## config.mk

```make
export PLATFORM = sky130hd
export DESIGN_NAME = instruction_loader
export DESIGN_NICKNAME = d
export VERILOG_FILES = /design/src/rtl/instruction_loader.sv
export SDC_FILE = /design/constraint.sdc
export NUM_CORES = 1
export LEC_CHECK = 0
export BUFFER_PORTS_ARGS = -buffer_cell sky130_fd_sc_hd__buf_2
export CORE_MARGIN = 8
export CORE_UTILIZATION = 63
export CTS_CLUSTER_SIZE = 30
export DETAILED_ROUTE_END_ITERATION = 16
export PLACE_DENSITY = 0.93
export SYNTH_ARGS = -nofsm -noshare
export SYNTH_HDL_FRONTEND = slang
export SYNTH_SLANG_ARGS = --single-unit
```

## constraint.sdc

```tcl
create_clock -name clk -period 6.25 [get_ports clk]
set_input_delay 0.625 -clock clk [delete_from_list [all_inputs] [get_ports clk]]
set_output_delay 0.625 -clock clk [all_outputs]
set_load 0.02 [all_outputs]
```

## src/rtl/instruction_loader.sv

```systemverilog
// instruction_loader
// Byte-stream program loader feeding the instruction memory write port.
// Frame: START_BYTE, LEN_LO, LEN_HI (word count N, little-endian), N*4 data
// bytes, then an optional XOR checksum byte. Every completed 32-bit word is
// written with a one-cycle strobe, and the core is stalled while loading.
// Optional feature: define LOADER_CHECKSUM_EN to require and verify the
// trailing checksum byte (CHECK state and XOR accumulator).
module instruction_loader #(
  parameter int         MAX_WORDS      = 256,
  parameter int         TIMEOUT_CYCLES = 1000000,
  parameter logic [7:0] START_BYTE     = 8'h55
) (
  input  logic        clk,
  input  logic        rst_n,
  input  logic        rx_valid,
  input  logic [7:0]  rx_data,
  output logic [31:0] mem_byte_address,
  output logic        mem_write_enable,
  output logic [31:0] mem_write_data,
  output logic        cpu_stall,
  output logic        load_done,
  output logic        load_error
);

  localparam logic [2:0] ST_IDLE   = 3'd0;
  localparam logic [2:0] ST_LEN_LO = 3'd1;
  localparam logic [2:0] ST_LEN_HI = 3'd2;
  localparam logic [2:0] ST_DATA   = 3'd3;
`ifdef LOADER_CHECKSUM_EN
  localparam logic [2:0] ST_CHECK  = 3'd4;
`endif
  localparam logic [2:0] ST_DONE   = 3'd5;
  localparam logic [2:0] ST_ERROR  = 3'd6;

  localparam int                IDLE_W       = $clog2(TIMEOUT_CYCLES + 1);
  localparam logic [IDLE_W-1:0] IDLE_LAST    = IDLE_W'(TIMEOUT_CYCLES - 1);
  localparam logic [15:0]       MAX_WORDS_16 = 16'(MAX_WORDS);

`ifdef LOADER_CHECKSUM_EN
  // Running checksum is a plain XOR over every data byte.
  function automatic logic [7:0] checksum_update(input logic [7:0] sum,
                                                  input logic [7:0] data);
    return sum ^ data;
  endfunction

  logic [7:0]  csum_r;
`endif

  logic [2:0]        state_r;
  logic [7:0]        len_lo_r;
  logic [15:0]       len_r;
  logic [15:0]       word_cnt_r;
  logic [1:0]        byte_cnt_r;
  logic [23:0]       asm_r;
  logic [IDLE_W-1:0] idle_cnt_r;
  logic              in_frame_s;
  logic              timeout_s;
  logic [15:0]       len_s;
  logic              last_word_s;

  assign len_s       = {rx_data, len_lo_r};
  assign last_word_s = ((word_cnt_r + 16'd1) == len_r);
  assign timeout_s   = in_frame_s && !rx_valid && (idle_cnt_r == IDLE_LAST);

  // Decode the states in which a frame is open and the inter-byte timeout runs
  always_comb begin
    in_frame_s = 1'b0;
    case (state_r)
      ST_LEN_LO, ST_LEN_HI, ST_DATA: in_frame_s = 1'b1;
`ifdef LOADER_CHECKSUM_EN
      ST_CHECK:                      in_frame_s = 1'b1;
`endif
      default:                       in_frame_s = 1'b0;
    endcase
  end

  // Count idle cycles between bytes while a frame is open
  always_ff @(posedge clk or negedge rst_n) begin
    if (!rst_n) begin
      idle_cnt_r <= {IDLE_W{1'b0}};
    end else if (in_frame_s && !rx_valid) begin
      idle_cnt_r <= idle_cnt_r + IDLE_W'(1);
    end else begin
      idle_cnt_r <= {IDLE_W{1'b0}};
    end
  end

  // Frame sequencer: header parsing, word assembly, memory writes and status
  always_ff @(posedge clk or negedge rst_n) begin
    if (!rst_n) begin
      state_r          <= ST_IDLE;
      len_lo_r         <= 8'd0;
      len_r            <= 16'd0;
      word_cnt_r       <= 16'd0;
      byte_cnt_r       <= 2'd0;
      asm_r            <= 24'd0;
      mem_byte_address <= 32'd0;
      mem_write_enable <= 1'b0;
      mem_write_data   <= 32'd0;
      cpu_stall        <= 1'b0;
      load_done        <= 1'b0;
      load_error       <= 1'b0;
`ifdef LOADER_CHECKSUM_EN
      csum_r           <= 8'd0;
`endif
    end else begin
      mem_write_enable <= 1'b0;
      if (timeout_s) begin
        // A stalled sender abandons the frame; any partial word is dropped.
        state_r    <= ST_ERROR;
        load_error <= 1'b1;
        cpu_stall  <= 1'b1;
      end else if (rx_valid) begin
        case (state_r)
          ST_IDLE, ST_DONE, ST_ERROR: begin
            if (rx_data == START_BYTE) begin
              state_r          <= ST_LEN_LO;
              load_done        <= 1'b0;
              load_error       <= 1'b0;
              cpu_stall        <= 1'b1;
              word_cnt_r       <= 16'd0;
              byte_cnt_r       <= 2'd0;
              mem_byte_address <= 32'd0;
`ifdef LOADER_CHECKSUM_EN
              csum_r           <= 8'd0;
`endif
            end
          end
          ST_LEN_LO: begin
            len_lo_r <= rx_data;
            state_r  <= ST_LEN_HI;
          end
          ST_LEN_HI: begin
            len_r <= len_s;
            if (len_s > MAX_WORDS_16) begin
              state_r    <= ST_ERROR;
              load_error <= 1'b1;
            end else if (len_s == 16'd0) begin
`ifdef LOADER_CHECKSUM_EN
              state_r   <= ST_CHECK;
`else
              state_r   <= ST_DONE;
              cpu_stall <= 1'b0;
              load_done <= 1'b1;
`endif
            end else begin
              state_r <= ST_DATA;
            end
          end
          ST_DATA: begin
`ifdef LOADER_CHECKSUM_EN
            csum_r <= checksum_update(csum_r, rx_data);
`endif
            byte_cnt_r <= byte_cnt_r + 2'd1;
            case (byte_cnt_r)
              2'd0:    asm_r[7:0]   <= rx_data;
              2'd1:    asm_r[15:8]  <= rx_data;
              2'd2:    asm_r[23:16] <= rx_data;
              default: begin
                // Fourth byte completes the word: issue the write now.
                mem_write_data   <= {rx_data, asm_r};
                mem_write_enable <= 1'b1;
                mem_byte_address <= {14'd0, word_cnt_r, 2'b00};
                word_cnt_r       <= word_cnt_r + 16'd1;
                if (last_word_s) begin
`ifdef LOADER_CHECKSUM_EN
                  state_r   <= ST_CHECK;
`else
                  state_r   <= ST_DONE;
                  cpu_stall <= 1'b0;
                  load_done <= 1'b1;
`endif
                end
              end
            endcase
          end
`ifdef LOADER_CHECKSUM_EN
          ST_CHECK: begin
            if (rx_data == csum_r) begin
              state_r   <= ST_DONE;
              cpu_stall <= 1'b0;
              load_done <= 1'b1;
            end else begin
              state_r    <= ST_ERROR;
              load_error <= 1'b1;
            end
          end
`endif
          default: begin
            state_r <= ST_IDLE;
          end
        endcase
      end
    end
  end

endmodule

```

==> qor.yml, run 1 <==
drt:
  detail_route.wl_per_cell_um: 18.4
  drt_iter0_markers: 399
  wirelength_um: 15300
  avgViaCountPerCell: 5.96
  drtPass1Iterations: 5
  ant_nets: 0
  vias: 4955
  route.detailed.drc: 0
global_route:
  grt_usage_pct: 22.7
  grt_antenna_before_repair: 0
  grt_max_degree: 74
  grt_first_pass_wirelength_um: 25500
  grt_pass1_vias: 5098
  globalRouteOverflowTotal: 0
pwr:
  power_leakage_nw: 3.65
  ir_drop_mv: 0.281
  report.power.total_mw: 2.97
  p_per_area_nw_per_um2: 402
setup_path:
  start_kind: "flop"
  rr_endpoint: "state_r[1]$_DFFE_PN0P_"
  required_ns: 6.65
  criticalPathCategory: "flop to flop"
  r2r_slack_ns: 3.32
  r2r-start: "word_cnt_r[0]$_DFFE_PN0P_"
  crit_arrival_ns: 3.33
  cp-end-kind: "flop"
  crit_fanout: 8
  rr_worst_depth: 8
placed_design:
  place_worst_setup_slack_ns: 3.29
  gp_congestion: 0.858
  hpwlAfterDp_um: 10200
  io_buffers: 62
logic_synthesis:
  yosysMostFrequentCell: "dfrtp_1"
  yosys-top-cells-count: "141 x dfrtp_1, 121 x nand2_1, 49 x mux2_2, 47 x nor2_1, 28 x o21ai_0"
  ys_seq_area_share_pct: 54.2
  synth_cell_type_count: 53
  synth_edf_count: 0
  synth.avg_cell_area_sq_um: 10.4
  async_flop_share_pct: 100
  synthTopCellsByArea: "dfrtp_1 54%, mux2_2 8.5%, nand2_1 7.0%, xnor2_1 2.8%, nor2_1 2.7%"
  ys_seq_elements: 141
  synth_top_flop_cell: "dfrtp_1"
  yosys.area.top_type: "dfrtp_1"
  yosys_warnings: 0
  synth_top_area_share_pct: 54.2
  synth.cell_area_sq_um: 6510
  netlist_instances: 624
clock_tree:
  cts_buffers: 17
  clock_path_buffers: 2
  cts_setup_buffers: 0
  htree_levels: 4
  clk_pin_slew_ns: 0.06
  cts.repair.resized: 0
  cts_tree: "yes"
  clock-root-buffer: "clkbuf_8"
  worstSkewPairLatency_ns: 0.53
  clkSinkCount: 141
  holdBufCountCts: 0
sta:
  holdWs_ns: 0.104
  slew_headroom_pct: 40.6
  clock.fmax_ghz: 0.342
  finalSetupViolations: 0
  drv_slew: 0
  rsz0062_at_grt: "no"
  finClkSkew_ns: 0.00801
  finalHoldViolCount: 0
  finalWorstSetupSlack_ns: 3.32
  setup_tns_ns: 0
  tightest_slew_ns: 0.892
  fin_crit_sh_pct: 46.8
  final.min_clock_period_ns: 2.93
die:
  initial_core_util_pct: 63.9
  io_pins: 79
  coreArea_sq_um: 10200
  die_w_um: 118
  die-area_sq_um: 13800
  fp.dieH_um: 118
  rows: 37
status:
  outcome: "finished, final reports clean"
final_layout:
  n_antenna_cell: 0
  nNetsFinal: 699
  multi_input_area_sq_um: 2750
  final_layout_size_suffix_gt1_share_pct: 23.0
  seq_area_sq_um: 3530
  layout-area-overhead-vs-synth_pct: 13.7
  nFillCells: 698
  fin_util_pct: 72.7
run:
  cap_violations: 0
worst_hold_path:
  hold_path_class: "primary input to asynchronous set/reset pin"
-- cell usage in the layout, fill, tap and decap left out, types with 4 or more instances in the layout --
cell type,netlist,routed
o21ai_0,28,27
xor2_1,20,20
a21oi_1,16,16
ha_1,6,6
clkinv_2,0,5
nor4_1,7,7
nor2b_1,4,4
clkbuf_16,0,16
mux2_2,49,49
dfrtp_1,141,141
nor2_1,47,47
xnor2_1,21,21
nand3_1,25,25
o31ai_1,5,5
nor3_1,8,8
conb_1,1,16
buf_2,1,61
buf_4,18,6
a22o_1,16,16
nand4_1,6,6
inv_1,7,7
clkbuf_8,2,5
nand2_1,121,121
and3_1,10,10
-- worst max-delay path by stage --
stage / end / depth (start not counted) / start
final: state_r[1]$_DFFE_PN0P_ / 8 / word_cnt_r[0]$_DFFE_PN0P_
after global routing: state_r[1]$_DFFE_PN0P_ / 8 / word_cnt_r[0]$_DFFE_PN0P_
after CTS: state_r[1]$_DFFE_PN0P_ / 8 / word_cnt_r[0]$_DFFE_PN0P_
after detailed placement: state_r[1]$_DFFE_PN0P_ / 8 / rx_data[7]
after global placement: state_r[1]$_DFFE_PN0P_ / 8 / rx_data[7]
after floorplan: state_r[1]$_DFFE_PN0P_ / 6 / rx_data[7]
-- stage by stage --
| stage | instances | instance area (sq um) |
|---|---|---|
| after CTS | 831 | 7400 |
| after detailed placement | 799 | 6840 |
| final | 831 | 7400 |
| after global placement | 799 | 6840 |
| after floorplan | 639 | 6570 |
| after global routing | 831 | 7400 |
-- critical path, cell delays in order (launching register included) --
cell	delay (ns)
dfrtp_1	0.49
ha_1	0.32
nand3_1	0.16
or4_4	0.57
nor4_1	0.20
nor3_1	0.10
nor4_2	0.50
a21oi_1	0.14
or3_1	0.32
-- routing by layer --
| metal | part of all wire [%] | vias to the layer above | wire (um) | track usage [%] |
|---|---|---|---|---|
| li1 | - | 2228 | - | - |
| met1 | 39 | 2437 | 5920 | 26.2 |
| met2 | 52 | 240 | 7880 | 39.0 |
| met3 | 7.0 | 50 | 1070 | 5.90 |
| met4 | 2.7 | 0 | 405 | 10.3 |
| met5 | 0 | - | 0 | 0 |
-- report_power, final --
part	switching (mW)	internal (mW)
clock	0.369	0.568
combinational	0.403	0.327
sequential	0.189	1.12
total	0.962	2.01
-- registers in the layout, summed over array words and instances (netlist names) --
register          flops
byte_cnt_r            2
word_cnt_r           16
mem_write_enable      1
mem_write_data       32
idle_cnt_r           20
load_done             1
len_lo_r              8
asm_r                24
state_r               3
len_r                16
load_error            1
mem_byte_address     16
cpu_stall             1
-- cells by family (layout without fill, tap and decap cells) --
group / Yosys count / in the layout / synth area share, %
fa+ha+maj: 6 / 6 / 1.15
compound gates: 84 / 84 / 8.44
xor+xnor: 41 / 41 / 5.52
flops: 141 / 141 / 54.2
mux: 49 / 49 / 8.48
buf+inv: 51 / 107 / 4.50
other cells: 1 / 16 / 0.0576
simple gates: 251 / 251 / 17.7
-- final cells by class --
type / count / share of cell area [%]
repair buffers: 68 / 4.89
clock buffers: 22 / 6.39
well taps: 136 / 2.30
inverters: 7 / 0.355
multi-input cells: 447 / 37.2
clock inverters: 10 / 1.20
flip-flops and latches: 141 / 47.7
Power figures use the tool's default switching activity.
==> run 2, diff against run 1 <==
Settings changed: ABC_AREA set to 1, CORE_UTILIZATION 63 to 53, PLACE_DENSITY 0.93 to 0.85.
Clock period 6.25 ns to 2.6 ns, I/O delays scaled along.
==> run 2 against run 1 <==
Compared with the run above:
- sequential power grew 130%
- via count increased by 13%
- clock skew hardly changed
- worst hold slack better by 0.16 ns
==> qor.yml, run 2 <==
die:
  coreArea_sq_um: 12400
  rows: 41
  die_w_um: 128
  io_pins: 79
  die-area_sq_um: 16400
  fp.dieH_um: 128
  initial_core_util_pct: 53.5
logic_synthesis:
  yosys-top-cells-count: "242 x nand2_1, 141 x dfrtp_1, 81 x o21ai_0, 77 x inv_1, 52 x nor2_1"
  yosysMostFrequentCell: "nand2_1"
  yosys_warnings: 0
  synth_top_flop_cell: "dfrtp_1"
  synth.avg_cell_area_sq_um: 8.30
  synth_edf_count: 0
  synth.cell_area_sq_um: 6650
  synthTopCellsByArea: "dfrtp_1 53%, nand2_1 14%, o21ai_0 6.1%, inv_1 4.3%, nand3_1 3.3%"
  synth_top_area_share_pct: 53.1
  synth_cell_type_count: 35
  ys_seq_area_share_pct: 53.1
  ys_seq_elements: 141
  netlist_instances: 801
  yosys.area.top_type: "dfrtp_1"
  async_flop_share_pct: 100
drt:
  route.detailed.drc: 0
  wirelength_um: 15700
  avgViaCountPerCell: 5.31
  detail_route.wl_per_cell_um: 14.9
  drt_iter0_markers: 452
  drtPass1Iterations: 5
  ant_nets: 0
  vias: 5592
pwr:
  netSwitchingPower_mw: 2.35
  ir_drop_mv: 0.674
  combPwrFrac_pct: 23.3
  seqPwrFrac_pct: 42.3
  p_per_area_nw_per_um2: 935
  power_switching_share_pct: 32.5
  report.power.total_mw: 7.22
  power_leakage_nw: 3.87
  p_clk_share_pct: 34.4
  internal-power_mw: 4.87
sta:
  clock.fmax_ghz: 0.464
  finalWorstSetupSlack_ns: 0.446
  finalSetupViolations: 0
  slew_headroom_pct: 32.1
  setup_tns_ns: 0
  rsz0062_at_grt: "no"
  finClkSkew_ns: 0.00767
  drv_slew: 0
  final.min_clock_period_ns: 2.15
  tightest_slew_ns: 1.02
  fin_crit_sh_pct: 82.8
  finalHoldViolCount: 0
final_layout:
  final_layout_size_suffix_gt1_share_pct: 14.5
  post-route-cell-area_sq_um: 7720
  top_register: "mem_write_data"
  top_regs: "mem_write_data: 32 flops, asm_r: 24 flops, idle_cnt_r: 20 flops"
  layout-area-overhead-vs-synth_pct: 16.2
  fin_cells: 1054
  n_antenna_cell: 0
  nNetsFinal: 886
  final_cell_mix: "242 x nand2_1, 141 x dfrtp_1, 81 x o21ai_0, 77 x inv_1, 61 x buf_2"
  nFillCells: 1040
  largest_register_ffs: 32
  final_common_cell: "nand2_1"
setup_path:
  crit_arrival_ns: 2.46
  rr_worst_depth: 14
  slowest_delay_ns: 0.49
  cp-end-kind: "flop"
  r2r-start: "word_cnt_r[0]$_DFFE_PN0P_"
  criticalPathCategory: "flop to flop"
  cpMaxStageDelayCell: "dfrtp_1"
  required_ns: 2.90
  start_kind: "flop"
  worstPathCellList: "ha_1, nand2_1, nor2_4, nand4_1, nand3b_1, nand2_1, nor2_1, nand2_1, nor2_2, nand2_2, nand2_4, nand3_1, inv_1, nor2_1"
  rr_endpoint: "load_done$_DFFE_PN0P_"
  crit_start: "word_cnt_r[0]$_DFFE_PN0P_"
  crit_path_frequent_cell: "nand2_1"
  r2r_slack_ns: 0.45
  crit_fanout: 8
global_route:
  grt_antenna_before_repair: 0
  grt_max_degree: 67
  grt_usage_pct: 20.2
  grt_pass1_vias: 5535
  globalRouteOverflowTotal: 0
  grt_first_pass_wirelength_um: 26300
clock_tree:
  worstSkewPairLatency_ns: 0.42
  htree_levels: 4
  cts_tree: "yes"
  cts_buffers: 17
  clock-root-buffer: "clkbuf_16"
  clk_pin_slew_ns: 0.06
  cts_setup_buffers: 0
  clkSinkCount: 141
  clock_path_buffers: 2
  cts.repair.resized: 0
worst_hold_path:
  worstHoldStart: "rx_data[2]"
  hold_path_class: "primary input to flop"
  min_path_cells: 3
  min_to: "mem_write_data[26]$_DFFE_PN0P_"
placed_design:
  place_worst_setup_slack_ns: 0.498
  gp_congestion: 0.935
  dpl.cell_count: 1021
  io_buffers: 62
  hpwlAfterDp_um: 10800
  dpl_cell_area_sq_um: 7100
run:
  cap_violations: 0
status:
  outcome: "finished, final reports clean"
## run 2: changes by cell type after synthesis, moves of 16 or more
cell / change
nand4_1: +17
a22o_1: -16
inv_1: +70
xor2_1: -16
nand2_1: +121
xnor2_1: -18
mux2_2: -49
o21ai_0: +53
nand3_1: +19
## run 2: layout make-up
class	instances	area (sq um)	area share, %
sequential	141	3530	45.7
multi-input combinational	555	2650	34.3
clock buffer	21	480	6.22
timing repair buffer	71	399	5.17
inverter	83	312	4.03
tap	172	215	2.79
clock inverter	11	139	1.80
## run 2: through the flow
step	hold WS (ns)	utilization (%)
floorplan	-0.0356	-
global placement	0.267	57.2
detailed placement	0.268	57.2
CTS	0.259	62.2
global route	0.297	62.2
finish	0.268	62.2
## run 2: cells by family (layout without fill, tap and decap cells)
group                    after synthesis  count (layout)  share of synthesized area (%)
AO/OA/AOI/OAI                        118             118                           9.49
XOR/XNOR                               9               9                           1.62
adder cells (fa/ha/maj)                6               6                           1.13
buffers and inverters                120             186                           7.89
flip-flops                           141             141                           53.1
other                                  1              16                         0.0564
AND/OR/NAND/NOR                      406             406                           26.7
## run 2: worst max path at each step
stage                                   endpoint  slack [ns]
after global placement    state_r[1]$_DFFE_PN0P_        0.57
final                      load_done$_DFFE_PN0P_        0.45
after CTS                  load_done$_DFFE_PN0P_        0.47
after global routing       load_done$_DFFE_PN0P_        0.21
after floorplan            load_done$_DFFE_PN0P_        0.70
after detailed placement   load_done$_DFFE_PN0P_        0.50
## run 2: power groups by stage
| stage | logic [mW] | clock network (mW) | registers (mW) |
|---|---|---|---|
| detailed placement | 1.65 | 0 | 3.06 |
| finish | 1.68 | 2.49 | 3.05 |
| floorplan | 1.12 | 0 | 3.08 |
| global route | 1.91 | 2.62 | 3.11 |
| CTS | 1.69 | 2.50 | 3.04 |
| global placement | 1.58 | 0 | 3.05 |
## run 2: worst max-delay path, delay by kind of cell (launching register included)
kind | cells | cell delay (ns)
fa+ha+maj | 1 | 0.24
buf+inv | 1 | 0.07
simple gates | 12 | 1.22
flops | 1 | 0.49
## run 2: layer usage
| layer | track usage (%) | share of wire (%) |
|---|---|---|
| met4 | 7.62 | 1.8 |
| met3 | 5.37 | 6.5 |
| met2 | 33.4 | 50 |
| met5 | 0 | 0 |
| met1 | 24.8 | 42 |
## run 2: what timing repair did
item                                    CTS  global route
endpoints found under the setup margin    0             0
hold buffers                              1             0
hold endpoints to repair                 55             0
